==> src/rtl/rename_reg_file_if.sv <==
// Decoder/ROB-side bus of the rename register file: commit, rename,
// flush, two source-register read ports and the ROB forwarding query.
interface rename_reg_file_if #(
  parameter int ROB_WIDTH_BIT = 4
);
  // flush and commit/rename requests
  logic                     clear;
  logic [4:0]               set_reg_id;
  logic [31:0]              set_val;
  logic [ROB_WIDTH_BIT-1:0] set_reg_on_rob_id;
  logic [4:0]               set_dep_reg_id;
  logic [ROB_WIDTH_BIT-1:0] set_dep_rob_id;

  // source read ports
  logic [4:0]               rs1_id;
  logic [4:0]               rs2_id;
  logic                     rs1_ready;
  logic                     rs2_ready;
  logic [31:0]              rs1_val;
  logic [31:0]              rs2_val;
  logic [ROB_WIDTH_BIT-1:0] rs1_rob_id;
  logic [ROB_WIDTH_BIT-1:0] rs2_rob_id;

  // ROB forwarding query
  logic [ROB_WIDTH_BIT-1:0] get_rob_id1;
  logic [ROB_WIDTH_BIT-1:0] get_rob_id2;
  logic                     rob_value1_ready;
  logic                     rob_value2_ready;
  logic [31:0]              rob_value1;
  logic [31:0]              rob_value2;

  // decoder/ROB side
  modport master (
    output clear, set_reg_id, set_val, set_reg_on_rob_id,
           set_dep_reg_id, set_dep_rob_id, rs1_id, rs2_id,
           rob_value1_ready, rob_value2_ready, rob_value1, rob_value2,
    input  rs1_ready, rs2_ready, rs1_val, rs2_val, rs1_rob_id, rs2_rob_id,
           get_rob_id1, get_rob_id2
  );

  // register file side
  modport slave (
    input  clear, set_reg_id, set_val, set_reg_on_rob_id,
           set_dep_reg_id, set_dep_rob_id, rs1_id, rs2_id,
           rob_value1_ready, rob_value2_ready, rob_value1, rob_value2,
    output rs1_ready, rs2_ready, rs1_val, rs2_val, rs1_rob_id, rs2_rob_id,
           get_rob_id1, get_rob_id2
  );
endinterface

==> src/rtl/rename_reg_file.sv <==
// Architectural register file with rename tracking: 32 x 32-bit values,
// a busy bit and producing ROB tag per register. Reads are combinational
// and resolve through commit bypass and ROB forwarding.
module rename_reg_file #(
  parameter int ROB_WIDTH_BIT = 4
) (
  input  logic               clk_in,
  input  logic               rst_in,
  input  logic               rdy_in,
  rename_reg_file_if.slave   bus
);

  typedef logic [ROB_WIDTH_BIT-1:0] tag_t;

  typedef struct packed {
    logic        ready;
    logic [31:0] val;
    tag_t        rob_id;
    tag_t        get_id;
  } port_t;

  logic [31:0] value_q [32];
  logic [31:0] busy_q;
  tag_t        dep_q   [32];

  logic commit_en;
  logic rename_en;
  logic commit_tag_hit;

  assign commit_en      = rdy_in && (bus.set_reg_id != 5'd0);
  assign rename_en      = rdy_in && !bus.clear && (bus.set_dep_reg_id != 5'd0);
  assign commit_tag_hit = (dep_q[bus.set_reg_id] == bus.set_reg_on_rob_id);

  // Register state update: reset, value commit, busy clear, rename.
  always_ff @(posedge clk_in) begin
    if (!rst_in) begin
      value_q <= '{default: '0};
      dep_q   <= '{default: '0};
      busy_q  <= '0;
    end else if (rdy_in) begin
      if (commit_en) begin
        value_q[bus.set_reg_id] <= bus.set_val;
      end
      if (bus.clear) begin
        busy_q <= '0;
      end else begin
        if (commit_en && commit_tag_hit) begin
          busy_q[bus.set_reg_id] <= 1'b0;
        end
        // Placed after the commit clear so a same-register rename wins.
        if (rename_en) begin
          busy_q[bus.set_dep_reg_id] <= 1'b1;
          dep_q[bus.set_dep_reg_id]  <= bus.set_dep_rob_id;
        end
      end
    end
  end

  // Resolve one source read from pre-update state.
  function automatic port_t read_port(
    input logic [4:0]  id,
    input logic        busy,
    input logic [31:0] val,
    input tag_t        dep,
    input logic        commit_hit,
    input logic [31:0] commit_val,
    input logic        rob_ready,
    input logic [31:0] rob_val
  );
    port_t r;
    r = '0;
    if (id == 5'd0) begin
      r.ready = 1'b1;
    end else if (!busy) begin
      r.ready = 1'b1;
      r.val   = val;
    end else begin
      r.get_id = dep;
      if (commit_hit) begin
        r.ready = 1'b1;
        r.val   = commit_val;
      end else if (rob_ready) begin
        r.ready = 1'b1;
        r.val   = rob_val;
      end else begin
        r.rob_id = dep;
      end
    end
    return r;
  endfunction

  logic  hit1;
  logic  hit2;
  port_t p1;
  port_t p2;

  assign hit1 = commit_en && (bus.set_reg_id == bus.rs1_id) &&
                (bus.set_reg_on_rob_id == dep_q[bus.rs1_id]);
  assign hit2 = commit_en && (bus.set_reg_id == bus.rs2_id) &&
                (bus.set_reg_on_rob_id == dep_q[bus.rs2_id]);

  // Source port 1 lookup.
  always_comb begin
    p1 = read_port(bus.rs1_id, busy_q[bus.rs1_id], value_q[bus.rs1_id],
                   dep_q[bus.rs1_id], hit1, bus.set_val,
                   bus.rob_value1_ready, bus.rob_value1);
  end

  // Source port 2 lookup.
  always_comb begin
    p2 = read_port(bus.rs2_id, busy_q[bus.rs2_id], value_q[bus.rs2_id],
                   dep_q[bus.rs2_id], hit2, bus.set_val,
                   bus.rob_value2_ready, bus.rob_value2);
  end

  assign bus.rs1_ready   = p1.ready;
  assign bus.rs1_val     = p1.val;
  assign bus.rs1_rob_id  = p1.rob_id;
  assign bus.get_rob_id1 = p1.get_id;
  assign bus.rs2_ready   = p2.ready;
  assign bus.rs2_val     = p2.val;
  assign bus.rs2_rob_id  = p2.rob_id;
  assign bus.get_rob_id2 = p2.get_id;

endmodule

==> src/flat_wrapper.sv <==
// flat-port wrapper written by rule: the top's interface ports become plain ports
module rename_reg_file_flat 
#(
  parameter int ROB_WIDTH_BIT = 4
)
  (clk_in, rst_in, rdy_in, bus_clear, bus_set_reg_id, bus_set_val, bus_set_reg_on_rob_id, bus_set_dep_reg_id, bus_set_dep_rob_id, bus_rs1_id, bus_rs2_id, bus_rob_value1_ready, bus_rob_value2_ready, bus_rob_value1, bus_rob_value2, bus_rs1_ready, bus_rs2_ready, bus_rs1_val, bus_rs2_val, bus_rs1_rob_id, bus_rs2_rob_id, bus_get_rob_id1, bus_get_rob_id2);
  rename_reg_file_if #(.ROB_WIDTH_BIT(ROB_WIDTH_BIT)) bus_i ();
  input  logic clk_in;
  input  logic rst_in;
  input  logic rdy_in;
  input wire logic [$bits(bus_i.clear)-1:0] bus_clear;
  input wire logic [$bits(bus_i.set_reg_id)-1:0] bus_set_reg_id;
  input wire logic [$bits(bus_i.set_val)-1:0] bus_set_val;
  input wire logic [$bits(bus_i.set_reg_on_rob_id)-1:0] bus_set_reg_on_rob_id;
  input wire logic [$bits(bus_i.set_dep_reg_id)-1:0] bus_set_dep_reg_id;
  input wire logic [$bits(bus_i.set_dep_rob_id)-1:0] bus_set_dep_rob_id;
  input wire logic [$bits(bus_i.rs1_id)-1:0] bus_rs1_id;
  input wire logic [$bits(bus_i.rs2_id)-1:0] bus_rs2_id;
  input wire logic [$bits(bus_i.rob_value1_ready)-1:0] bus_rob_value1_ready;
  input wire logic [$bits(bus_i.rob_value2_ready)-1:0] bus_rob_value2_ready;
  input wire logic [$bits(bus_i.rob_value1)-1:0] bus_rob_value1;
  input wire logic [$bits(bus_i.rob_value2)-1:0] bus_rob_value2;
  output wire logic [$bits(bus_i.rs1_ready)-1:0] bus_rs1_ready;
  output wire logic [$bits(bus_i.rs2_ready)-1:0] bus_rs2_ready;
  output wire logic [$bits(bus_i.rs1_val)-1:0] bus_rs1_val;
  output wire logic [$bits(bus_i.rs2_val)-1:0] bus_rs2_val;
  output wire logic [$bits(bus_i.rs1_rob_id)-1:0] bus_rs1_rob_id;
  output wire logic [$bits(bus_i.rs2_rob_id)-1:0] bus_rs2_rob_id;
  output wire logic [$bits(bus_i.get_rob_id1)-1:0] bus_get_rob_id1;
  output wire logic [$bits(bus_i.get_rob_id2)-1:0] bus_get_rob_id2;
  assign bus_i.clear = bus_clear;
  assign bus_i.set_reg_id = bus_set_reg_id;
  assign bus_i.set_val = bus_set_val;
  assign bus_i.set_reg_on_rob_id = bus_set_reg_on_rob_id;
  assign bus_i.set_dep_reg_id = bus_set_dep_reg_id;
  assign bus_i.set_dep_rob_id = bus_set_dep_rob_id;
  assign bus_i.rs1_id = bus_rs1_id;
  assign bus_i.rs2_id = bus_rs2_id;
  assign bus_i.rob_value1_ready = bus_rob_value1_ready;
  assign bus_i.rob_value2_ready = bus_rob_value2_ready;
  assign bus_i.rob_value1 = bus_rob_value1;
  assign bus_i.rob_value2 = bus_rob_value2;
  assign bus_rs1_ready = bus_i.rs1_ready;
  assign bus_rs2_ready = bus_i.rs2_ready;
  assign bus_rs1_val = bus_i.rs1_val;
  assign bus_rs2_val = bus_i.rs2_val;
  assign bus_rs1_rob_id = bus_i.rs1_rob_id;
  assign bus_rs2_rob_id = bus_i.rs2_rob_id;
  assign bus_get_rob_id1 = bus_i.get_rob_id1;
  assign bus_get_rob_id2 = bus_i.get_rob_id2;
  rename_reg_file #(.ROB_WIDTH_BIT(ROB_WIDTH_BIT)) u_core (.clk_in(clk_in), .rst_in(rst_in), .rdy_in(rdy_in), .bus(bus_i));
endmodule
==> config.mk <==
export PLATFORM = sky130hd
export DESIGN_NAME = rename_reg_file_flat
export DESIGN_NICKNAME = d
export VERILOG_FILES = /design/src/rtl/rename_reg_file_if.sv /design/src/rtl/rename_reg_file.sv /design/src/flat_wrapper.sv
export SDC_FILE = /design/constraint.sdc
export NUM_CORES = 2
export LEC_CHECK = 0
export CAP_MARGIN = 0
export CORE_UTILIZATION = 50
export CTS_BUF_LIST = sky130_fd_sc_hd__clkbuf_8
export DETAILED_ROUTE_END_ITERATION = 16
export GPL_ROUTABILITY_DRIVEN = 0
export PLACE_DENSITY = 0.7
export SYNTH_ARGS = -nofsm -noshare
export SYNTH_HDL_FRONTEND = slang
export SYNTH_SLANG_ARGS = --single-unit
==> constraint.sdc <==
create_clock -name clk_in -period 6 [get_ports clk_in]
set_clock_uncertainty 0.05 [all_clocks]
set_input_delay 1.5 -clock clk_in [delete_from_list [all_inputs] [get_ports clk_in]]
set_output_delay 1.5 -clock clk_in [all_outputs]
set_load 0.03 [all_outputs]
==> impl_metrics.tcl <==
set metrics [dict create \
    status "complete, but fails checks" \
    violations "negative setup slack" \
    viasPerCell 6.61 \
    path_cells "clkdlybuf4s50_1 > buf_6 > nand2_2 > a2111oi_2 > a31o_2 > o21ai_0 > a2111oi_4 > buf_6 > buf_16 > buf_12 > buf_6 > a211oi_1 > a211oi_2 > buf_12" \
    layout_setup_ws_ns -0.0809 \
    setup_violations 20 \
    hold_viol 0 \
    rsz0062_at_grt "true" \
    grt_pass1_wl_mm 367 \
    clockRootBuffer "clkbuf_8" \
    ant_nets 0 \
    numCtsBuffers 197 \
    p_leak_uw 0.0249 \
    syn_nets 6927 \
    initial_core_util_pct 50.6 \
    synth_top_family_by_area "multiplexers" \
    synth_seq_cells 1184 \
    rows 132 \
    grt_usage_pct 37.6 \
    syn_to_final_growth_pct 14.9 \
    end_kind "primary output" \
    synthMuxAreaShare_pct 28.1 \
    wl_per_cell_um 29.3 \
    maxCapViolCount 0 \
    antenna_found_initial 15 \
    first_global_vias 55500 \
    max_slew_margin_pct 6.77 \
    vdd_drop_max_mv 0.270 \
    synth_compound_area_share_pct 15.7 \
    synth.distinct_cells 54 \
    ios 212 \
    powerDensity_mw_per_mm2 226 \
    die_y_um 365 \
    yosys.area_share.simple_pct 15.3 \
    cp.arrival_ns 4.53 \
    drc 0 \
    dieWidth_um 365 \
    numPortBuffers 211 \
    path_max_fanout 6 \
    cp-start-kind "input port" \
    clk-insertion-delay-late_ns 0.98 \
    required_ns 4.45 \
    path_class "in2out" \
    path_common_cell "buf_6" \
    cts_sinks 1184 \
    drt_first_pass_iters 12 \
    drive_gt1_share_pct 23.5 \
    async_flop_share_pct 0 \
    synthAdderAreaFrac_pct 0 \
    grt-ovfl-total 0 \
    worstMarginPinSlew_ns 1.39 \
    cpPeakStageDelay_ns 0.50 \
    preCtsSetupSlack_ns -0.290 \
    cts_tree "yes" \
    clkTransAtPathRegs_ns 0.07 \
    period_share_pct 101 \
    seq_area_frac_synth_pct 36.0 \
    syn_inst 6797 \
    syn_area_per_cell_um2 9.70 \
    vias 57500 \
    netlist_area_mm2 0.0659 \
    synth_warnings 0 \
    dp.final_hpwl_mm 148 \
    max_freq_mhz 164 \
    die_area_mm2 0.133 \
    ys_dominant_reg_cell "dfxtp_1" \
    synth_edf_count 0 \
    period_minus_slack_ns 6.08 \
    drt-initial-drc-count 9026 \
    synthXorXnorAreaFrac_pct 0.239 \
    slew_violations 0 \
    fin_nets 6932 \
    crit_path_top_delay_cell "clkdlybuf4s50_1" \
    final_core_util_pct 58.2 \
    grt_max_degree 291 \
    wl_mm 255 \
    cts_buffer_depth 3 \
    timing.hold.ws_ns 0.424 \
    tns_ns -0.531 \
    holdCritPathClass "reg2reg" \
    coreArea_mm2 0.130 \
    h-tree-depth 4 \
]
==> layer usage <==
| layer | routed length (µm) | global-route usage [%] |
|---|---|---|
| met1 | 89400 | 46.6 |
| met2 | 110000 | 55.3 |
| met3 | 36600 | 12.9 |
| met4 | 18900 | 25.3 |
| met5 | 49 | 0 |
==> sequential cells by signal, summed over array words and instances, names as in the netlist <==
| name | count |
|---|---|
| u_core.value_q | 1024 |
| u_core.busy_q | 32 |
| u_core.dep_q | 128 |
==> repair_timing <==
action / CTS / global route
gates cloned: 3 / 7
buffers inserted: 8 / 17
setup endpoints to repair: 65 / 75
pin swaps: 33 / 21
gates resized for setup: 24 / 55
hold buffers: 0 / 0
==> critical path: cells and delay by family <==
kind / cells / cell delay (ns)
buf+inv: 7 / 1.47
compound gates: 6 / 1.42
simple gates: 1 / 0.11
==> power by group <==
| group | total [µW] | internal (µW) | switching [µW] |
|---|---|---|---|
| Sequential | 7960 | 7920 | 40.5 |
| Combinational | 1630 | 649 | 977 |
| Clock | 7560 | 4020 | 3540 |
| Total | 17100 | 12600 | 4560 |
==> layout by cell type (no fill, tap or decap), drive strengths merged, types with 5 or more instances in the layout <==
cell,Yosys,layout
nand2,2166,2166
dfxtp,1184,1184
a21boi,1045,1045
mux4,723,723
buf,165,395
clkbuf,558,252
mux2i,170,170
nor2,157,157
a211oi,134,134
clkdlybuf4s50,0,123
inv,19,92
nor2b,86,86
o21ai,65,65
and2,53,53
mux2,47,47
a21o,32,32
a21oi,27,27
nand3,26,26
a22oi,20,20
clkinv,0,19
a31oi,16,16
xnor2,16,16
diode,0,10
o22ai,10,10
bufinv,0,9
and3,9,9
nand2b,8,8
nor3,7,7
nor4,6,6
clkinvlp,0,6
or3,6,6
or2,5,5
o221ai,5,5
==> cells by family after synthesis <==
| logic type | count (synthesis) |
|---|---|
| DFF | 1184 |
| muxes | 940 |
| xor gates and xnor gates | 18 |
| AOI/OAI and AO/OA | 1371 |
| buffers and inverters | 742 |
| and+or+nand+nor | 2542 |
==> metrics by stage <==
step                      cell area, µm²  total power, µW  std cells
after detailed placement           70800             9660       8311
final                              75700            17100       8704
after global placement             70800             9640       8311
after CTS                          75100            17100       8671
after global routing               75700            17500       8697
after floorplan                    65900             9090       6797
==> final cells by class <==
class / instances / area, µm²
Tap cell: 1742 / 2180
Clock inverter: 107 / 747
Antenna cell: 10 / 25.0
Clock buffer: 242 / 3330
Multi-Input combinational cell: 4871 / 39700
Inverter: 19 / 80.1
Timing Repair Buffer: 529 / 5920
Fill cell: 11000 / 54400
Sequential cell: 1184 / 23700
==> worst paths after layout <==
kind                                     startpoint                   to  slack [ns]  depth (start not counted)
worst min-delay path            u_core.value_q[187]  u_core.value_q[187]        0.42                          2
worst min register to register  u_core.value_q[187]  u_core.value_q[187]        0.42                          2
worst max register to register     u_core.dep_q[82]     u_core.busy_q[2]        2.99                          7
worst max-delay path                  bus_rs1_id[4]       bus_rs1_val[7]       -0.08                         14
==> Yosys cell counts (all sizes together) (26+ instances only) <==
master | number | area share, %
buf | 165 | 1.4
a21oi | 27 | 0.21
a211oi | 134 | 2.0
a21o | 32 | 0.36
nor2b | 86 | 0.82
nor2 | 157 | 0.90
nand2 | 2166 | 12
and2 | 53 | 0.50
mux4 | 723 | 25
dfxtp | 1184 | 36
o21ai | 65 | 0.49
nand3 | 26 | 0.20
a21boi | 1045 | 12
mux2 | 47 | 0.80
mux2i | 170 | 2.6
clkbuf | 558 | 3.2
(Power assumes the default switching activity.)
